## src/rtl/izh_spike_decoder_pkg.sv

```systemverilog
// Shared types and constants for the spike decoder.
// Q2.6 values have 6 fractional bits, so 1 LSB = 1/64.
package izh_pkg;

  typedef logic signed [7:0] q2_6_t;

  // Spike threshold of about 0.30
  localparam q2_6_t IZH_V_THRESH = 8'sd19;
  // Re-arm level of -0.5
  localparam q2_6_t IZH_V_REARM  = -8'sd32;

  typedef enum logic {
    ARMED = 1'b0,
    FIRED = 1'b1
  } izh_state_e;

endpackage

```

## src/rtl/izh_spike_decoder_if.sv

```systemverilog
// Spike event port.
// Handshake: the producer raises ev_valid and holds ev_isi, ev_first and ev_burst
// stable until a cycle in which ev_valid and ev_ready are both 1. That cycle is the
// transfer. ev_ready may depend on nothing from the producer except ev_valid.
interface izh_spike_decoder_if #(
  parameter int ISI_W = 12
);
  logic             ev_valid;
  logic             ev_ready;
  logic [ISI_W-1:0] ev_isi;
  logic             ev_first;
  logic             ev_burst;

  modport master (output ev_valid, output ev_isi, output ev_first, output ev_burst,
                  input ev_ready);
  modport slave  (input ev_valid, input ev_isi, input ev_first, input ev_burst,
                  output ev_ready);
endinterface

```

## src/rtl/izh_spike_decoder_isi_timer.sv

```systemverilog
// Counts sample strobes since the last spike.
// It saturates at all-ones. A load restarts the count at 1 so that the value seen on
// the next strobe is the spacing in strobes. The owner captures cnt on the spike
// strobe, before the reload takes effect.
module izh_isi_timer #(
  parameter int ISI_W = 12
) (
  input  logic             clk,
  input  logic             rst,
  input  logic             ena,
  input  logic             load,
  output logic [ISI_W-1:0] cnt
);

  // Strobe counter with reload to 1 and saturation
  always_ff @(posedge clk) begin
    if (rst) begin
      cnt <= '0;
    end else if (ena) begin
      if (load) begin
        cnt <= ISI_W'(1);
      end else if (cnt != {ISI_W{1'b1}}) begin
        cnt <= cnt + ISI_W'(1);
      end
    end
  end

endmodule

```

## src/rtl/izh_spike_decoder.sv

```systemverilog
// Spike decoder for the neuron membrane-potential stream.
// It detects threshold crossings with hysteresis, measures the inter-spike interval
// and flags bursts. It emits one event per spike through a single-entry buffer.
// Optional feature macro: IZH_SPIKE_RATE_EN. It adds a windowed spike-rate output;
// without the macro, rate is 0.
module izh_spike_decoder
  import izh_pkg::*;
#(
  parameter q2_6_t THRESH        = IZH_V_THRESH,
  parameter q2_6_t REARM         = IZH_V_REARM,
  parameter int    ISI_W         = 12,
  parameter int    BURST_ISI     = 8,
  parameter int    RATE_WIN_LOG2 = 10
) (
  input  logic                   clk,
  input  logic                   rst,
  input  logic                   ena,
  input  q2_6_t                  v_in,
  output logic                   spike_pulse,
  output logic                   overflow,
  output logic [RATE_WIN_LOG2:0] rate,
  output izh_state_e             fsm_state,
  izh_spike_decoder_if.master    ev
);

  izh_state_e       state_q, state_d;
  logic             spike;
  logic [ISI_W-1:0] isi_cnt;
  logic             have_prev;
  logic             valid_q, first_q, burst_q;
  logic [ISI_W-1:0] isi_q;
  logic             accept;

  assign fsm_state   = state_q;
  assign ev.ev_valid = valid_q;
  assign ev.ev_isi   = isi_q;
  assign ev.ev_first = first_q;
  assign ev.ev_burst = burst_q;

  // Detector state register; reset lands in FIRED so no spike fires straight out of reset
  always_ff @(posedge clk) begin
    if (rst) state_q <= FIRED;
    else     state_q <= state_d;
  end

  // Hysteresis next-state and spike decode; only strobed samples are considered
  always_comb begin
    state_d = state_q;
    spike   = 1'b0;
    if (ena) begin
      case (state_q)
        ARMED: if (v_in > THRESH) begin
          spike   = 1'b1;
          state_d = FIRED;
        end
        FIRED: if (v_in < REARM) state_d = ARMED;
        default: state_d = FIRED;
      endcase
    end
  end

  izh_isi_timer #(.ISI_W(ISI_W)) u_isi_timer (
    .clk  (clk),
    .rst  (rst),
    .ena  (ena),
    .load (spike),
    .cnt  (isi_cnt)
  );

  // A new event fits when the buffer is empty or is being drained this cycle
  assign accept = spike && (!valid_q || ev.ev_ready);

  // Event buffer, spike pulse and sticky overflow
  always_ff @(posedge clk) begin
    if (rst) begin
      valid_q     <= 1'b0;
      isi_q       <= '0;
      first_q     <= 1'b0;
      burst_q     <= 1'b0;
      spike_pulse <= 1'b0;
      overflow    <= 1'b0;
      have_prev   <= 1'b0;
    end else begin
      spike_pulse <= spike;
      if (spike) have_prev <= 1'b1;
      if (accept) begin
        valid_q <= 1'b1;
        first_q <= !have_prev;
        isi_q   <= have_prev ? isi_cnt : '0;
        burst_q <= have_prev && (isi_cnt <= ISI_W'(BURST_ISI));
      end else if (valid_q && ev.ev_ready) begin
        valid_q <= 1'b0;
        isi_q   <= '0;
        first_q <= 1'b0;
        burst_q <= 1'b0;
      end
      if (spike && valid_q && !ev.ev_ready) overflow <= 1'b1;
    end
  end

`ifdef IZH_SPIKE_RATE_EN
  localparam logic [RATE_WIN_LOG2:0] SPK_MAX = (RATE_WIN_LOG2+1)'(1) << RATE_WIN_LOG2;

  logic [RATE_WIN_LOG2-1:0] win_cnt;
  logic [RATE_WIN_LOG2:0]   spk_cnt, spk_next, rate_q;

  // Spike count including the current strobe, saturating at one full window
  always_comb begin
    spk_next = spk_cnt;
    if (spike && spk_cnt != SPK_MAX) spk_next = spk_cnt + (RATE_WIN_LOG2+1)'(1);
  end

  // Window counter; on the wrap strobe, publish the count and start afresh
  always_ff @(posedge clk) begin
    if (rst) begin
      win_cnt <= '0;
      spk_cnt <= '0;
      rate_q  <= '0;
    end else if (ena) begin
      win_cnt <= win_cnt + RATE_WIN_LOG2'(1);
      if (&win_cnt) begin
        rate_q  <= spk_next;
        spk_cnt <= '0;
      end else begin
        spk_cnt <= spk_next;
      end
    end
  end

  assign rate = rate_q;
`else
  assign rate = '0;
`endif

endmodule
```

## src/flat_wrapper.sv

```systemverilog
// flat-port wrapper written by rule: the top's interface ports become plain ports
module izh_spike_decoder_flat import izh_pkg::*;
#(
  parameter q2_6_t THRESH        = IZH_V_THRESH,
  parameter q2_6_t REARM         = IZH_V_REARM,
  parameter int    ISI_W         = 12,
  parameter int    BURST_ISI     = 8,
  parameter int    RATE_WIN_LOG2 = 10
)
  (clk, rst, ena, v_in, spike_pulse, overflow, rate, fsm_state, ev_ev_valid, ev_ev_isi, ev_ev_first, ev_ev_burst, ev_ev_ready);
  izh_spike_decoder_if #(.ISI_W(ISI_W)) ev_i ();
  input  logic clk;
  input  logic rst;
  input  logic ena;
  input  q2_6_t v_in;
  output logic spike_pulse;
  output logic overflow;
  output logic [RATE_WIN_LOG2:0] rate;
  output izh_state_e fsm_state;
  output wire logic [$bits(ev_i.ev_valid)-1:0] ev_ev_valid;
  output wire logic [$bits(ev_i.ev_isi)-1:0] ev_ev_isi;
  output wire logic [$bits(ev_i.ev_first)-1:0] ev_ev_first;
  output wire logic [$bits(ev_i.ev_burst)-1:0] ev_ev_burst;
  input wire logic [$bits(ev_i.ev_ready)-1:0] ev_ev_ready;
  assign ev_ev_valid = ev_i.ev_valid;
  assign ev_ev_isi = ev_i.ev_isi;
  assign ev_ev_first = ev_i.ev_first;
  assign ev_ev_burst = ev_i.ev_burst;
  assign ev_i.ev_ready = ev_ev_ready;
  izh_spike_decoder #(.THRESH(THRESH), .REARM(REARM), .ISI_W(ISI_W), .BURST_ISI(BURST_ISI), .RATE_WIN_LOG2(RATE_WIN_LOG2)) u_core (.clk(clk), .rst(rst), .ena(ena), .v_in(v_in), .spike_pulse(spike_pulse), .overflow(overflow), .rate(rate), .fsm_state(fsm_state), .ev(ev_i));
endmodule
```

## config.mk

```make
export PLATFORM = sky130hd
export DESIGN_NAME = izh_spike_decoder_flat
export DESIGN_NICKNAME = d
export VERILOG_FILES = /design/src/rtl/izh_spike_decoder_pkg.sv /design/src/rtl/izh_spike_decoder_if.sv /design/src/rtl/izh_spike_decoder_isi_timer.sv /design/src/rtl/izh_spike_decoder.sv /design/src/flat_wrapper.sv
export SDC_FILE = /design/constraint.sdc
export NUM_CORES = 1
export LEC_CHECK = 0
export CAP_MARGIN = 40
export CORE_MARGIN = 3
export CORE_UTILIZATION = 35
export CTS_CLUSTER_DIAMETER = 40
export DETAILED_ROUTE_END_ITERATION = 10
export GPL_ROUTABILITY_DRIVEN = 0
export HOLD_SLACK_MARGIN = 0.02
export PLACE_DENSITY = 0.68
export RECOVER_POWER = 25
export SLEW_MARGIN = 40
export SYNTH_ARGS = -nofsm -noshare
export SYNTH_HDL_FRONTEND = slang
export SYNTH_SLANG_ARGS = --single-unit
```

## constraint.sdc

```tcl
create_clock -name clk -period 2.05 [get_ports clk]
set_input_delay 0.41 -clock clk [delete_from_list [all_inputs] [get_ports clk]]
set_output_delay 0.41 -clock clk [all_outputs]
set_load 0.01 [all_outputs]
```

==> results.py <==
metrics = {
    "synth": {
        "syn_area_um2": 1530,
        "synth_ff_type": "dfxtp_1",
        "ys_ff_latch": 31,
        "synth-simple-area-share": 0.224,
        "synth_cells": 158,
        "synth.top_cell.area_share": 0.405,
        "yosysTopAreaCell": "dfxtp_1",
        "ys_warn_count": 0,
        "syn_area_per_cell_um2": 9.70,
        "synth_fa_ha_area_frac": 0.0163,
        "ys_seq_area_frac": 0.405,
        "synth_cell_types": 43,
        "ys_top_cells_by_area": "dfxtp_1 (40%), a22o_1 (6.9%), buf_4 (5.4%), mux2i_1 (4.6%), nand3_1 (3.6%)",
        "synth_mux_area_frac": 0.0457,
        "synth_edf_count": 0,
        "synth_xor_xnor_area_share": 0.00571,
        "synth_compound_area_frac": 0.202,
        "synth_top_family_by_area": "simple AND/OR/NAND/NOR gates",
        "async_reset_ff_frac": 0,
    },
    "hold_path": {
        "min_path_cells": 1,
        "hold_end": "u_core.ev.ev_isi[6]",
        "hold_path_class": "register to register",
        "min_from": "u_core.ev.ev_isi[6]",
    },
    "worst_setup_path": {
        "worst_ep_arrival_time_ps": 1990,
        "crit_fanout": 10,
        "crit_path_end_kind": "register",
        "r2r-start": "u_core.u_isi_timer.cnt[0]",
        "crit_required_ps": 2210,
        "r2r_cells": 5,
        "startpoint_type": "input pin",
        "crit_type": "input pin to register",
        "timing.rr.end": "u_core.u_isi_timer.cnt[0]",
        "r2r_slack_ps": 300,
    },
    "global_route": {
        "grt_usage": 0.135,
        "overflow": 0,
        "antenna_found_initial": 0,
        "grt_pass1_wl_mm": 5.44,
        "grt_pass1_vias": 1176,
        "grt_max_degree": 14,
    },
    "cells_and_area": {
        "final_nets": 208,
        "fin_cells": 245,
        "area_delta_synth_final_pct": 27.8,
        "diodes": 0,
        "drive_above_1_share": 0.133,
    },
    "pwr": {
        "vdd_ir_drop_max_uv": 359,
        "powerDensity_nw_per_um2": 684,
        "leakage_nw": 0.793,
    },
    "routing": {
        "dr_total_vias": 1245,
        "wire_per_inst_um": 13.3,
        "drt_iter0_drc": 80,
        "viasPerCell": 5.08,
        "drt_wl_total_mm": 3.25,
        "drc": 0,
        "antenna_left": 0,
        "firstDrtPassIters": 4,
    },
    "timing": {
        "maxSlewViolCount": 0,
        "finalCritPeriodShare": 0.891,
        "finalSetupViolCount": 0,
        "period_needed_ps": 1830,
        "timing.fmax_ghz": 0.547,
        "rsz0062_at_grt": "no",
        "maxSlewHeadroom": 0.669,
        "finClkSkew_ps": 2.34,
        "holdWs_ps": 471,
        "worstMarginPinSlew_ps": 492,
        "hold_viol": 0,
    },
    "floorplan": {
        "core_um2": 4120,
        "start_util": 0.372,
        "die_h_um": 72.2,
        "io_pins": 41,
        "dieArea_um2": 5210,
        "rows": 23,
        "die_w_um": 72.2,
    },
    "clock_tree": {
        "cts.sinks": 31,
        "cts.clk_slew.worst_paths_ps": 60,
        "tritoncts": "done",
        "cts_max_level": 2,
        "clock_latency_ps": 280,
        "cts-hold-fix-buffers": 0,
        "ctsResizeCount": 0,
        "cts_setup_buffers": 0,
        "root_buffer": "clkbuf_8",
        "cts_max_path_buffers": 2,
        "numCtsBuffers": 5,
    },
    "placement": {
        "place_inst": 237,
        "dp_hpwl_mm": 2.44,
        "io_buffers": 27,
    },
    "run_status": {
        "status": "finished, final reports clean",
    },
    "flow_run": {
        "maxCapViolCount": 0,
    },
}
registers in the layout, summed over array words and instances, names as in the netlist:
| name | count |
|---|---|
| u_core.spike_pulse | 1 |
| u_core.fsm_state | 1 |
| u_core.u_isi_timer.cnt | 12 |
| u_core.have_prev | 1 |
| u_core.ev.ev_first | 1 |
| u_core.overflow | 1 |
| u_core.ev.ev_burst | 1 |
| u_core.ev.ev_isi | 12 |
| u_core.ev.ev_valid | 1 |
cell usage after synthesis, types with 3 or more instances:
library cell	instances
dfxtp_1	31
a22o_1	12
nand2_1	12
buf_4	11
nand3_1	11
a21oi_1	8
nor2_1	8
mux2i_1	7
inv_1	5
or3_1	5
nand4_1	4
a211oi_1	3
and2_1	3
buf_6	3
clkbuf_1	3
how the worst max path moves through the flow:
stage / from / slack, ps / to / cells past startpoint
6_report: ena / 220 / u_core.ev.ev_first / 6
3_3_place_gp: v_in[3] / -20 / u_core.u_isi_timer.cnt[0] / 6
5_1_grt: v_in[7] / 110 / u_core.ev.ev_first / 6
2_1_floorplan: v_in[3] / 500 / u_core.ev.ev_isi[5] / 5
4_1_cts: v_in[3] / 260 / u_core.u_isi_timer.cnt[0] / 6
3_5_place_dp: v_in[3] / -40 / u_core.u_isi_timer.cnt[0] / 6
metal layers:
layer  global-route usage  vias up  share of wire
met3               0.0471        7          0.043
met5                    0        -              0
met2                0.215       26           0.48
li1                     -      634              -
met4               0.0689        0          0.026
met1                0.160      578           0.45
placed cells by master (no fill, tap or decap), types with 2 or more instances in the layout:
cell and instances:
inv_1 5, buf_4 9, ha_1 2, conb_1 11, clkbuf_8 6, mux2i_1 7, clkdlybuf4s50_1 17, or4_1 2
dfxtp_1 31, or3_1 5, nand3_1 11, nor2_1 8, a22o_1 12, nand2_1 12, a21oi_1 8, dlygate4sd3_1 10
nand4_1 4, nor4_4 2, and4_1 2, and2_1 3, a211oi_1 3
critical path, cell delays in order:
cell and delay, ps:
clkdlybuf4s50_1 480, nor3b_4 240, o31a_1 190, clkbuf_1 340, mux2i_1 230, o22ai_1 100
report_power, final:
group | internal (mW) | switching, mW | leakage, nW
combinational | 0.0476 | 0.0562 | 0.482
sequential | 0.609 | 0.00739 | 0.250
clock | 0.393 | 0.226 | 0.0612
total | 1.05 | 0.289 | 0.793
cell type report:
type,count,area [um2]
clock buffers,6,82.6
clock inverters,2,35.0
fillers,392,2160
inverters,5,18.8
multi-input cells,114,798
flip-flops and latches,31,621
well taps,50,62.6
repair buffers,37,342
cell families after synthesis:
| group | Yosys count |
|---|---|
| adder cells (fa/ha/maj) | 2 |
| XOR/XNOR | 1 |
| other | 1 |
| AND/OR/NAND/NOR | 56 |
| buffers and inverters | 23 |
| AO/OA/AOI/OAI | 37 |
| flip-flops | 31 |
| multiplexers | 7 |
metrics by stage:
stage          setup slack, ps  utilization  cell area (um2)  total power [mW]  setup TNS (ps)
2_1_floorplan              497            -             1570             0.703               0
3_3_place_gp             -23.4        0.448             1850             0.733           -23.4
3_5_place_dp             -44.1        0.448             1850             0.735           -73.6
4_1_cts                    256        0.477             1960              1.36               0
5_1_grt                    108        0.476             1960              1.39               0
6_report                   223        0.476             1960              1.34               0
Power figures use the tool's default switching activity.
